$ cat src/rtl/round_timer_pkg.sv
// round_timer_pkg: shared state type and counter-width helper for the
// round timer controller and its prescalers.
package round_timer_pkg;

   typedef enum logic [2:0] {
      ST_IDLE    = 3'd0,
      ST_LOAD    = 3'd1,
      ST_RUN     = 3'd2,
      ST_PAUSE   = 3'd3,
      ST_EXPIRED = 3'd4
   } state_t;

   // Bits needed to hold 0..div-1; never narrower than one bit.
   function automatic int unsigned cnt_width(input int unsigned div);
      return (div <= 2) ? 1 : $clog2(div);
   endfunction

endpackage

$ cat src/rtl/tick_prescaler.sv
// tick_prescaler: counts enabled cycles 0..DIV-1 and flags the last one.
// clear has priority over enable; the count holds while enable is low.
module tick_prescaler
   import round_timer_pkg::*;
#(
   parameter int unsigned DIV = 4
)(
   input  logic clk,
   input  logic resetN,
   input  logic clear,
   input  logic enable,
   output logic tc
);

   localparam int unsigned W = cnt_width(DIV);
   localparam logic [W-1:0] LAST = W'(DIV - 1);

   logic [W-1:0] cnt;

   // Free-running modulo-DIV count while enabled, cleared on demand.
   always_ff @(posedge clk) begin
      if (!resetN || clear)
         cnt <= '0;
      else if (enable)
         cnt <= (cnt == LAST) ? '0 : cnt + W'(1);
   end

   assign tc = enable && (cnt == LAST);

endmodule

$ cat src/rtl/round_timer_ctrl.sv
// round_timer_ctrl: run/pause/expire control for an external BCD down
// counter. Optional low-time warning and blink output is built only when
// the macro ROUND_TIMER_WARN_EN is defined; otherwise warn/warn_blink are 0.
module round_timer_ctrl
   import round_timer_pkg::*;
#(
   parameter int unsigned TICK_DIV  = 50000000,
   parameter logic [3:0]  WARN_H    = 4'h1,
   parameter logic [3:0]  WARN_L    = 4'h0,
   parameter int unsigned BLINK_DIV = 25000000
)(
   input  logic       clk,
   input  logic       resetN,
   input  logic       start,
   input  logic       pause_toggle,
   input  logic       abort,
   input  logic [3:0] countL,
   input  logic [3:0] countH,
   input  logic       cnt_tc,
   output logic       cnt_loadN,
   output logic       cnt_enable,
   output logic       running,
   output logic       paused,
   output logic       expired,
   output logic       time_up,
   output logic       warn,
   output logic       warn_blink
);

   state_t state, state_nxt;
   logic   tick_tc;
   logic   exp_first;

   // Next state: abort beats start beats terminal count beats pause toggle.
   always_comb begin
      state_nxt = state;
      if (abort)
         state_nxt = ST_IDLE;
      else if (start)
         state_nxt = ST_LOAD;
      else begin
         case (state)
            ST_LOAD:  state_nxt = ST_RUN;
            ST_RUN: begin
               if (cnt_tc)
                  state_nxt = ST_EXPIRED;
               else if (pause_toggle)
                  state_nxt = ST_PAUSE;
            end
            ST_PAUSE: if (pause_toggle) state_nxt = ST_RUN;
            default:  state_nxt = state;
         endcase
      end
   end

   // State register plus a flag marking the first cycle of EXPIRED.
   always_ff @(posedge clk) begin
      if (!resetN) begin
         state     <= ST_IDLE;
         exp_first <= 1'b0;
      end else begin
         state     <= state_nxt;
         exp_first <= (state == ST_RUN) && (state_nxt == ST_EXPIRED);
      end
   end

   // Tick prescaler counts in RUN, holds in PAUSE, cleared elsewhere.
   tick_prescaler #(.DIV(TICK_DIV)) u_tick (
      .clk    (clk),
      .resetN (resetN),
      .clear  (!(state == ST_RUN || state == ST_PAUSE)),
      .enable (state == ST_RUN),
      .tc     (tick_tc)
   );

   // Strobes are suppressed when the same cycle redirects the FSM.
   assign cnt_loadN  = !((state == ST_LOAD) && !abort);
   assign cnt_enable = (state == ST_RUN) && tick_tc && !cnt_tc && !abort && !start;
   assign running    = (state == ST_RUN);
   assign paused     = (state == ST_PAUSE);
   assign time_up    = (state == ST_EXPIRED);
   assign expired    = exp_first;

`ifdef ROUND_TIMER_WARN_EN
   logic warn_lvl;
   logic blink_tc;
   logic blink_q;

   // BCD digits compare correctly as one 8-bit number, tens in the top nibble.
   assign warn_lvl = (state == ST_RUN || state == ST_PAUSE) && !cnt_tc &&
                     ({countH, countL} <= {WARN_H, WARN_L});

   tick_prescaler #(.DIV(BLINK_DIV)) u_blink (
      .clk    (clk),
      .resetN (resetN),
      .clear  (!warn_lvl),
      .enable (warn_lvl),
      .tc     (blink_tc)
   );

   // Blink phase toggles once per BLINK_DIV warning cycles, restarts low.
   always_ff @(posedge clk) begin
      if (!resetN || !warn_lvl)
         blink_q <= 1'b0;
      else if (blink_tc)
         blink_q <= !blink_q;
   end

   assign warn       = warn_lvl;
   assign warn_blink = blink_q && warn_lvl;
`else
   logic unused_cfg;
   assign unused_cfg = ^{countH, countL, WARN_H, WARN_L, BLINK_DIV[0]};
   assign warn       = 1'b0;
   assign warn_blink = 1'b0;
`endif

endmodule

$ cat config.mk
export PLATFORM = sky130hd
export DESIGN_NAME = round_timer_ctrl
export DESIGN_NICKNAME = d
export VERILOG_FILES = /design/src/rtl/round_timer_pkg.sv /design/src/rtl/tick_prescaler.sv /design/src/rtl/round_timer_ctrl.sv
export SDC_FILE = /design/constraint.sdc
export NUM_CORES = 1
export LEC_CHECK = 0
export ABC_AREA = 1
export BUFFER_PORTS_ARGS = -buffer_cell sky130_fd_sc_hd__buf_2
export CAP_MARGIN = 20
export CORE_MARGIN = 2
export CORE_UTILIZATION = 40
export CTS_CLUSTER_DIAMETER = 100
export CTS_CLUSTER_SIZE = 16
export DETAILED_ROUTE_END_ITERATION = 6
export PLACE_DENSITY = 0.58
export SLEW_MARGIN = 20
export SYNTH_ARGS = -nofsm -noshare
export SYNTH_HDL_FRONTEND = slang
export SYNTH_HIERARCHICAL = 1
export SYNTH_SLANG_ARGS = --single-unit
$ cat constraint.sdc
create_clock -name clk -period 3.88 [get_ports clk]
set_clock_uncertainty 0.1 [all_clocks]
set_input_delay 0 -clock clk [delete_from_list [all_inputs] [get_ports clk]]
set_output_delay 0 -clock clk [all_outputs]
set_load 0.05 [all_outputs]
; ---- Word-level counts from Yosys, hierarchy flattened
; Cells that the tools add are included.
[totals]
regBits = 30
inputBits = 14
out_inout_bits = 8
elab_cells = 32
[classes]
addsub = 1
eq_ne = 6
muxes = 7
reduce_logical = 15
[ops]
columns = cell, count
row1 = $add A26 B1 Y26 const B, 1
row2 = $eq A26 B26 Y1 const B, 1
row3 = $mux W26, 1
row4 = $mux W3, 5
row5 = $pmux W3 S3, 1
row6 = $logic_and A1 B1 Y1, 7
row7 = $eq A3 B2 Y1 const B, 2
row8 = $eq A3 B3 Y1 const B, 2
row9 = $logic_not A1 Y1, 6
row10 = $eq A3 B1 Y1 const B, 1
row11 = $logic_or A1 B1 Y1, 2

; ---- Longest topological paths before layout
[logic_depth]
depth_word = 7
ltp_mapped = 12

; ---- Hierarchy
; The synthesis kept the hierarchy.
[modules_own_cells]
columns = module, n_inst, cells_each, area_each_um2, seq_area_each_um2
row1 = tick_prescaler, 1, 248, 1650.3, 520.5
row2 = round_timer_ctrl, 1, 41, 272.8, 80.1

; ---- Least setup slack after synthesis
; Ideal clock, no wire load.
[synth_timing]
path_type = reg2out
startpoint = register state[1]
endpoint = output cnt_enable
t_arrival_ns = 2.712
required_time_ns = 3.780
setup_slack_ns = 1.068
path_stages_with_launch = 11
path_cell_list = dfxtp_1 -> nand2_2 -> nor2_4 -> buf_4 -> buf_2 -> nand2_1 -> nor3_1 -> nand2_1 -> nor2_1 -> nand3_1 -> nor3_1
[synth_between]
elab_chain_cells = 6
[synth_rtl]
columns = item, line
row1 = "start, declared", round_timer_ctrl.sv:30  ; state_t state, state_nxt;
row2 = "start signal, assigned", round_timer_ctrl.sv:62  ; state <= state_nxt;
row3 = $eq A3 B2 Y1, --
row4 = via running, round_timer_ctrl.sv:22  ; output logic running,
row5 = $logic_and A1 B1 Y1, tick_prescaler.sv:28  ; assign tc = enable && (cnt == LAST);
row6 = via tick_tc, round_timer_ctrl.sv:31  ; logic tick_tc;
row7 = $logic_and A1 B1 Y1 (4 in a row), round_timer_ctrl.sv:78  ; assign cnt_enable = (state == ST_RUN) && tick_tc && !cnt_tc && !abort && !start;
row8 = "end, declared", round_timer_ctrl.sv:21  ; output logic cnt_enable,
; The timed path passes the listed nets, and every way through them passes these cells.

; ---- Worst setup path after layout
[layout_timing]
startpoint = register state[0]
endpoint = output cnt_enable
[layout_between]
elab_chain_cells = 6
[layout_rtl]
columns = item, line
row1 = $eq A3 B2 Y1, round_timer_ctrl.sv:72  ; .enable (state == ST_RUN),
row2 = $logic_and A1 B1 Y1, tick_prescaler.sv:28
row3 = via tick_tc, round_timer_ctrl.sv:31
row4 = $logic_and A1 B1 Y1 (4 in a row), round_timer_ctrl.sv:78
; The timed path passes the listed nets, and every way through them passes these cells.

==> key figures <==
Route
  – DRC violations left: 0
  – Number of violations reported at the end of detailed-routing iteration 0: 101
  – First-pass DRT Iterations: 5
  – Via total after detailed routing: 1,744
  – Detailed-route wire length: 4.27 mm
  – Final routed wire length divided by cell count: 11.8 um
  – Detail-routed via count per cell: 4.83
  – Antenna Violating Nets Remaining: 0

CTS
  – TritonCTS Buffers: 5
  – Hold_buf cts: 6
  – TritonCTS clock tree: built
  – Count of cells resized by post-cts repair: 0
  – Sinks on Clock Net: 30
  – Clock-pin slew of the registers on the worst-case setup and hold paths: 0.06 ns
  – Worst-Skew Late Latency: 0.28 ns
  – Clock root buffer: clkbuf_8
  – Post-CTS Repair Setup Buffers: 0
  – Max clock buf depth: 2
  – Htree depth: 2

Cells and area
  – Footprint of the multi-input gates: 1140 um^2
  – Nets: 322
  – Growth of design area from synthesis to finish: 12.2%
  – Fill cells: 498
  – Register cell area after layout: 601 um^2
  – Share of layout cells above drive strength 1: 17.9%
  – Most common cell after layout, fill and taps aside: nand2_1
  – Ant diodes: 0
  – Commonest cells after routing, fill and taps aside: 66 x nand2_1, 47 x nor2_1, 32 x inv_1

Timing
  – Setup repair after global routing missed its margin: false
  – Fin. max-slew vios: 0
  – Actual slew at the worst max-slew pin: 0.553 ns
  – Final critical-path share of the clock period: 61.0%
  – Hold violation count in the final report: 0
  – Worst path setup slack after routing: 1.51 ns
  – Final count of negative-setup-slack endpoints: 0
  – Achievable frequency: 0.423 GHz
  – Worst rel slew slack: 63.1%
  – Setup total negative slack: 0 ns
  – Shortest period the worst path allows: 2.37 ns

Die
  – Die Y: 73.3 um
  – Horiz. Die Dim: 73.3 um
  – Number of top-level design ports: 22
  – Core footprint: 4690 um^2
  – Number of standard-cell rows in the floorplan: 25
  – Effective utilization at floorplan: 41.0%
  – Overall die area: 5380 um^2

Placed design
  – Pre-CTS setup slack: 1.74 ns
  – Final estimated routing congestion in global placement: 0.847
  – Number of port buffers: 11
  – Half-perimeter wire length after detailed placement: 3.21 mm

Critical path
  – Crit path largest cell delay: 0.41 ns
  – Arrival time of data at the critical path endpoint: 2.27 ns
  – Critical path buffer and inverter count: 2
  – Crit path capture: cnt_enable
  – Worst Reg2Reg Path Length in Cells: 10
  – Required time reported for the critical path endpoint: 3.78 ns
  – Critical path depth in cells: 10
  – R2R Path End: u_tick/cnt[25]
  – Register-to-Register Setup Slack: 1.73 ns
  – Startpoint of the most critical register-to-register path: state[0]
  – Class of the most critical setup path: reg2out
  – Worst Path Max Fanout: 18
  – Crit-path slowest cell: nor2_4
  – Critical path, cell by cell: inv_1 > nand2_2 > nor2_4 > nand2_1 > nor3_1 > nand2_1 > nor2_1 > nand3_1 > nor3_1 > buf_2
  – Endpoint type of the worst setup path: output port
  – Largest delay contributor family on the critical path: simple AND/OR/NAND/NOR gates
  – Startpoint kind of the worst setup timing path: register
  – Critical path launch point: state[0]

Global route
  – Number of antenna violations at the first check in global routing: 0
  – Pin count of the biggest net entering global routing: 19
  – Aggregate global routing overflow: 0
  – Wire length of the first global-routing pass: 7.49 mm
  – GR Util All Layers: 18.4%
  – Via count of the first global-routing pass: 1,609

Yosys
  – Number of instances in the synthesized netlist: 289
  – Synthesized flop and latch total: 30
  – Register area share after synthesis: 31.2%
  – Main synth FF type: dfxtp_1
  – Count of unique library cells instantiated by Yosys: 27
  – Post-synthesis area per instance: 6.65 um^2
  – Yosys warnings: 6
  – Post-synthesis instance area: 1920 um^2
  – Share of flip-flops with an asynchronous set or reset after synthesis: 0%
  – Number of enable-type register cells in the synthesized netlist: 0

Power and ir drop
  – Power density over cell area: 291 nW/um^2
  – Gate power share: 3.4%
  – Max rail drop VDD: 189 uV
  – Overall power consumption: 0.000627 W
  – Switching share of power: 21.0%
  – Leakage: 0.746 nW
  – Share of power burned in registers: 49.4%
  – Internal power consumption: 0.000495 W
  – Fraction of power consumed by the clock network: 47.2%
  – Net switching power: 0.000132 W

Worst hold path
  – Hold crit path type: in2out

Status
  – Result of the run: finished clean

Run
  – Count of maximum capacitance violations: 0
-- area by class of cell --
cell class              instances  area share, %
repair buffers                 17           5.34
flip-flops and latches         30           27.8
clock buffers                   8           5.10
multi-input cells             220           53.0
inverters                      32           5.57
well taps                      54           3.13
-- cell families (layout without fill, tap and decap cells) --
group,count (synthesis),count (layout),synth area share [%]
flip-flops,30,30,31.2
buffers and inverters,40,57,9.50
AO/OA/AOI/OAI,13,13,3.64
XOR/XNOR,11,11,5.01
multiplexers,1,1,0.521
AND/OR/NAND/NOR,191,191,48.6
adder cells (fa/ha/maj),2,2,1.30
other,1,2,0.195
-- synthesized netlist by cell type (2+ instances only) --
| cell type | number | area, um^2 |
|---|---|---|
| o21ai_0 | 3 | 15.0 |
| buf_2 | 4 | 20.0 |
| ha_1 | 2 | 25.0 |
| nand2_2 | 7 | 43.8 |
| a31oi_1 | 3 | 18.8 |
| nor2_1 | 47 | 176 |
| a21oi_1 | 6 | 30.0 |
| dfxtp_1 | 30 | 601 |
| nor3_1 | 5 | 25.0 |
| nor4_1 | 2 | 12.5 |
| nand2_1 | 66 | 248 |
| buf_4 | 3 | 22.5 |
| nand4_1 | 9 | 56.3 |
| inv_1 | 32 | 120 |
| xnor2_1 | 4 | 35.0 |
| xor2_1 | 7 | 61.3 |
| nand3_1 | 25 | 125 |
| nor2_4 | 8 | 90.1 |
| nor2_2 | 18 | 113 |
-- worst min path at each step --
stage	from	end	depth (start not counted)
5_1_grt	start	cnt_enable	5
3_3_place_gp	resetN	state[0]	3
4_1_cts	start	cnt_enable	5
3_5_place_dp	resetN	state[0]	3
2_1_floorplan	resetN	state[0]	2
6_report	start	cnt_enable	5
-- registers in the layout, indices dropped and copies added (netlist names) --
signal      flops
u_tick/cnt     26
state           3
expired         1
-- metal layers --
layer	GRT usage, %	wire length (um)
met1	23.9	2150
met2	29.4	1960
met3	4.66	117
met4	7.07	31
met5	0	0
-- power groups by stage --
| stage | sequential [W] | combinational [W] | clock [W] |
|---|---|---|---|
| global placement | 0.000316 | 0.0000179 | 0 |
| detailed placement | 0.000316 | 0.0000179 | 0 |
| floorplan | 0.000316 | 0.0000149 | 0 |
| CTS | 0.000309 | 0.0000214 | 0.000307 |
| global route | 0.000309 | 0.0000235 | 0.000325 |
| finish | 0.000309 | 0.0000216 | 0.000296 |
-- tightest hold or removal path: cells and delay by family --
kind	cells	cell delay [ns]
buffers and inverters	2	0.29
and+or+nand+nor	3	0.15
-- through the flow --
step                      cells  area, um^2  hold slack, ns  utilization (%)
after floorplan             290        1930          0.0255                -
after detailed placement    347        1990           0.157             42.3
after CTS                   361        2160           0.345             46.0
final                       361        2160           0.339             46.0
after global routing        361        2160           0.378             46.0
after global placement      347        1990           0.156             42.3
Power figures use the tool's default switching activity.
